### config.mk
export PLATFORM = sky130hd
export DESIGN_NAME = pb_event_decoder
export DESIGN_NICKNAME = d
export VERILOG_FILES = /design/src/rtl/pb_event_decoder.sv
export SDC_FILE = /design/constraint.sdc
export NUM_CORES = 1
export LEC_CHECK = 0
export BUFFER_PORTS_ARGS = -buffer_cell sky130_fd_sc_hd__buf_4
export CAP_MARGIN = 5
export CORE_ASPECT_RATIO = 0.9
export CORE_MARGIN = 4
export CORE_UTILIZATION = 63
export DETAILED_ROUTE_END_ITERATION = 6
export GPL_TIMING_DRIVEN = 0
export PLACE_DENSITY = 0.85
export SLEW_MARGIN = 15
export SYNTH_ARGS = -nofsm -noshare
export SYNTH_HDL_FRONTEND = slang
export SYNTH_SLANG_ARGS = --single-unit
### constraint.sdc
create_clock -name CLK -period 3.15 [get_ports CLK]
set_input_delay 0.1575 -clock CLK [delete_from_list [all_inputs] [get_ports CLK]]
set_output_delay 0.1575 -clock CLK [all_outputs]
set_load 0.02 [all_outputs]
### src/rtl/pb_event_decoder.sv
// Two-button push-button front end: synchronise, debounce, detect press/release/long-hold
// events per button, and steer a 2-bit display-mode register from those events.
module pb_event_decoder #(
    parameter int DB_COUNT   = 50000,
    parameter int LONG_COUNT = 25000000
) (
    input  logic       CLK,
    input  logic       RESETn,
    input  logic       PB_SW1,
    input  logic       PB_SW2,
    output logic [1:0] PB_LVL,
    output logic [1:0] PB_PRESS,
    output logic [1:0] PB_RELEASE,
    output logic [1:0] PB_LONG,
    output logic [1:0] MODE
);

    typedef enum logic [1:0] {
        ST_IDLE,
        ST_DB_PRESS,
        ST_PRESSED,
        ST_DB_REL
    } state_t;

    localparam logic [15:0] DB_LAST     = 16'(DB_COUNT - 1);
    localparam logic [24:0] HOLD_LAST   = 25'(LONG_COUNT - 1);
    localparam logic [24:0] HOLD_BEFORE = 25'(LONG_COUNT - 2);

    logic [1:0]  w_raw;
    logic [1:0]  r_sync1;
    logic [1:0]  r_sync2;
    state_t      r_state    [2];
    logic [15:0] r_db_cnt   [2];
    logic [24:0] r_hold_cnt [2];
    logic        w_long_combo;

    assign w_raw = {PB_SW2, PB_SW1};

    // NOTE: synchroniser flops reset to 1 (released button), so leaving reset never looks like a press.
    always_ff @(posedge CLK or negedge RESETn) begin
        if (!RESETn) begin
            r_sync1 <= 2'b11;
            r_sync2 <= 2'b11;
        end else begin
            r_sync1 <= w_raw;
            r_sync2 <= r_sync1;
        end
    end

    // NOTE: all state here uses non-blocking assignments; later assignments to the same
    // register in the same edge (e.g. hold clear on press) override the earlier default.
    always_ff @(posedge CLK or negedge RESETn) begin
        if (!RESETn) begin
            for (int b = 0; b < 2; b++) begin
                r_state[b]    <= ST_IDLE;
                r_db_cnt[b]   <= '0;
                r_hold_cnt[b] <= '0;
            end
            PB_LVL     <= '0;
            PB_PRESS   <= '0;
            PB_RELEASE <= '0;
            PB_LONG    <= '0;
        end else begin
            PB_PRESS   <= '0;
            PB_RELEASE <= '0;
            PB_LONG    <= '0;
            for (int b = 0; b < 2; b++) begin
                // Hold time keeps accruing through a release bounce; saturation makes LONG one-shot.
                if ((r_state[b] == ST_PRESSED || r_state[b] == ST_DB_REL) &&
                    r_hold_cnt[b] != HOLD_LAST) begin
                    r_hold_cnt[b] <= r_hold_cnt[b] + 25'd1;
                    if (r_hold_cnt[b] == HOLD_BEFORE) PB_LONG[b] <= 1'b1;
                end
                case (r_state[b])
                    ST_IDLE: begin
                        if (!r_sync2[b]) begin
                            r_state[b]  <= ST_DB_PRESS;
                            r_db_cnt[b] <= '0;
                        end
                    end
                    ST_DB_PRESS: begin
                        if (r_sync2[b]) begin
                            r_state[b] <= ST_IDLE;
                        end else if (r_db_cnt[b] == DB_LAST) begin
                            r_state[b]    <= ST_PRESSED;
                            r_hold_cnt[b] <= '0;
                            PB_LVL[b]     <= 1'b1;
                            PB_PRESS[b]   <= 1'b1;
                        end else begin
                            r_db_cnt[b] <= r_db_cnt[b] + 16'd1;
                        end
                    end
                    ST_PRESSED: begin
                        if (r_sync2[b]) begin
                            r_state[b]  <= ST_DB_REL;
                            r_db_cnt[b] <= '0;
                        end
                    end
                    ST_DB_REL: begin
                        if (!r_sync2[b]) begin
                            r_state[b] <= ST_PRESSED;
                        end else if (r_db_cnt[b] == DB_LAST) begin
                            r_state[b]    <= ST_IDLE;
                            PB_LVL[b]     <= 1'b0;
                            PB_RELEASE[b] <= 1'b1;
                        end else begin
                            r_db_cnt[b] <= r_db_cnt[b] + 16'd1;
                        end
                    end
                    default: r_state[b] <= ST_IDLE;
                endcase
            end
        end
    end

    // A long hold on one button while the other is held (or both long together) forces mode 3.
    assign w_long_combo = (PB_LONG[0] & PB_LONG[1]) |
                          (PB_LONG[0] & PB_LVL[1])  |
                          (PB_LONG[1] & PB_LVL[0]);

    always_ff @(posedge CLK or negedge RESETn) begin
        if (!RESETn) begin
            MODE <= 2'b00;
        end else if (w_long_combo) begin
            MODE <= 2'b11;
        end else if (PB_PRESS == 2'b01) begin
            MODE <= MODE + 2'd1;
        end else if (PB_PRESS == 2'b10) begin
            MODE <= MODE - 2'd1;
        end
    end

endmodule

==> results.md <==
* Status: finished clean
* Yosys cell types at a little under 60
* Final setup viols at 0
* Maximum VDD drop at 371.8 uV
* Min-Delay Path Class: reg2reg
* Root Buffer: clkbuf_8
* Initial DRC Count at about 340
* Cell area after placement at 5557 um2
* Power per cell area at 403.3 nW/um2
* Post-place setup slack at 678.1 ps
* Setup_tns at 0 ps
* Syn avg cell area at 9.359 um2
* RSZ-0062 raised after global routing: no
* Yosys warns at 0
* Worst Hold Depth at 0
* Post-DP HPWL at 7859 um
* Chip Width at roughly 100 um
* CP required at 3410 ps
* Pre-antenna DRT Iters at 5
* Final hold slack at 361.6 ps
* Fillcell total at between 600 and 700
* Num ports at 14
* Slowest-stage cell, CP: or4b_1
* Max-Cap Viols at 0
* H-tree depth at 3
* Fraction of layout cells with a size suffix above 1 at 8.652%
* Design area at just under 6000 um2
* Endpoints failing hold at 0
* Synthesized instance count at 569
* Post-route insts no fill at 700
* Area Growth Syn to Fin at 9.304%
* WL final at 11430 um
* CTS max path bufs at 2
* Post-CTS setup buffer count at 0
* Port-buffer cells at 13
* CTS tree: yes
* Largest net degree at the start of global routing at about 100
* Clk_lat worst skew at 370 ps
* DRC at 0
* Cells after DPL at 681
* Bufs and invs on worst path at 1
* Startpoint types: register
* Setup crit end kind: register
* Hold_sp: r_sync1[1]
* Die area at 9990 um2
* WS Path Type: reg2reg
* Share of synthesized registers carrying an async set or reset at 100.0%
* Final GP Congestion at 0.9146
* Tightest Pin Transition at 1042 ps
* Number of cells on the worst reg-to-reg path at 5
* Hold-critical path endpoint: r_sync2[1]
* Post-synth EDFFs at 0
* P_leak at 2.444 nW
* Slew HR at 29.90%
* Reg area at between 2000 and 3000 um2
* Cell Area, Synth at between 5000 and 6000 um2
* GRT Util Overall at 24.15%
* Setup ws final at 678.0 ps
* Period utilisation layout at 78.48%
* Most used DFF post-synth: dfrtp_1
* Critical-path cell list: or4b_1 -> or3_1 -> nor4_1 -> buf_2 -> nor2_1
* Antenna diodes at 0
* Final Max Slew Viols at 0
* Register area share after synthesis at 47.09%
* Fmax at 404.5 MHz
* Cell row count at 31
* Final #Nets at about 600
* Highest-count cells in the layout ignoring fill and taps: dfrtp_1, nand2_1, nor2_1
* Fin util at 71.46%
* Post-Route Skew at 16.53 ps
* Pwr Total at 2.347 mW
* Antenna-violating nets left at 0
* CP Max Fanout at 10
* R2R Path Start: r_db_cnt[5]
* Critical Path Max Stage Delay at 590 ps
* Starting density of the core at 65.38%
* Vias in the first global route at 4261
* Clk sink count at 100
* Placeable Area at around 8100 um2
* Number of cells on the critical path at 5
* GRT overflow at 0
* Area of the multi-input gates at 2680 um2
* Global-route wire length before repair at 19740 um
* Critical path arrival at 2730 ps
* Via count at 4453
* Reg-to-reg critical path endpoint: r_hold_cnt[20]
* Net count after synthesis at ~580
* Commonest non-fill, non-tap cell in the layout: dfrtp_1
* Initial antenna violation count at 0
* CTS clk-pin slew, worst paths at roughly 90 ps
* Fin crit period at 2472 ps
* Die H at 95.22 um
* DR vias/cell at 6.361
* Wirelength per Cell at 16.33 um
* Num CTS Buffers at 9
* Flops & latches, synth at 100
* Internal reg-to-reg setup slack at 680 ps
* Crit path max-delay family: simple AND/OR/NAND/NOR gates
-- synthesized netlist by cell type (all sizes together) (5+ instances only) --
cell type,n,area (um2)
dfrtp,96,2402
nand2,62,232.7
nor2,57,214.0
nand3,40,200.2
o21ai,30,150.1
xor2,25,219.0
nand4,24,150.1
nor3,21,105.1
a21oi,18,90.09
xnor2,18,157.7
clkbuf,16,60.06
inv,14,52.55
nor4,13,96.34
and3,11,68.82
or3,11,68.82
a22o,10,87.58
o31ai,10,75.07
ha,6,75.07
a21o,5,38.79
a31oi,5,31.28
and4,5,43.79
buf,5,31.28
mux2,5,56.30
nor4b,5,43.79
-- worst max path at each step --
stage                    from              to  slack, ps
2_1_floorplan    r_db_cnt[20]  r_hold_cnt[30]        960
3_3_place_gp      r_db_cnt[5]  r_hold_cnt[21]        690
3_5_place_dp      r_db_cnt[7]  r_hold_cnt[20]        680
4_1_cts           r_db_cnt[5]  r_hold_cnt[20]        670
5_1_grt        r_hold_cnt[31]  r_hold_cnt[43]        460
6_report          r_db_cnt[5]  r_hold_cnt[20]        680
-- metal layers --
| metal | up-vias | routed length (um) | track usage [%] |
|---|---|---|---|
| met2 | 139 | 5448 | 39.53 |
| met1 | 2166 | 5236 | 32.55 |
| met5 | - | 0 | 0 |
| met4 | 0 | 197 | 8.852 |
| li1 | 2130 | - | - |
| met3 | 18 | 551 | 4.536 |
-- area by class of cell --
type,count,area share (%)
multi-input cells,434,46.04
flip-flops and latches,100,43.08
clock buffers,11,2.601
repair buffers,16,2.257
well taps,99,2.128
plain buffers,21,1.569
clock inverters,5,1.419
inverters,14,0.9028
-- cell families after synthesis --
| group | count (synthesis) | share of synthesized area, % |
|---|---|---|
| mux | 6 | 1.245 |
| xor+xnor | 43 | 7.072 |
| flops | 100 | 47.09 |
| fa+ha+maj | 6 | 1.410 |
| compound gates | 106 | 13.28 |
| simple gates | 273 | 27.21 |
| buf+inv | 35 | 2.702 |
-- registers in the layout, summed over array words and instances, names as in the netlist, named ones only --
signal      count
r_hold_cnt     50
r_db_cnt       32
MODE            2
PB_LONG         2
PB_LVL          2
PB_PRESS        2
PB_RELEASE      2
r_state         2
r_sync1         2
r_sync2         2
-- power breakdown --
group / total [mW] / internal, mW / switching [mW]
clock network: 0.939 / 0.494 / 0.445
registers: 1.32 / 1.30 / 0.0191
logic: 0.0889 / 0.0274 / 0.0616
total: 2.35 / 1.82 / 0.526
-- what timing repair did --
item | in CTS | in global routing
gates resized for setup | 0 | 0
hold endpoints to repair | 98 | 0
hold buffers | 3 | 0
(Power assumes the default switching activity.)
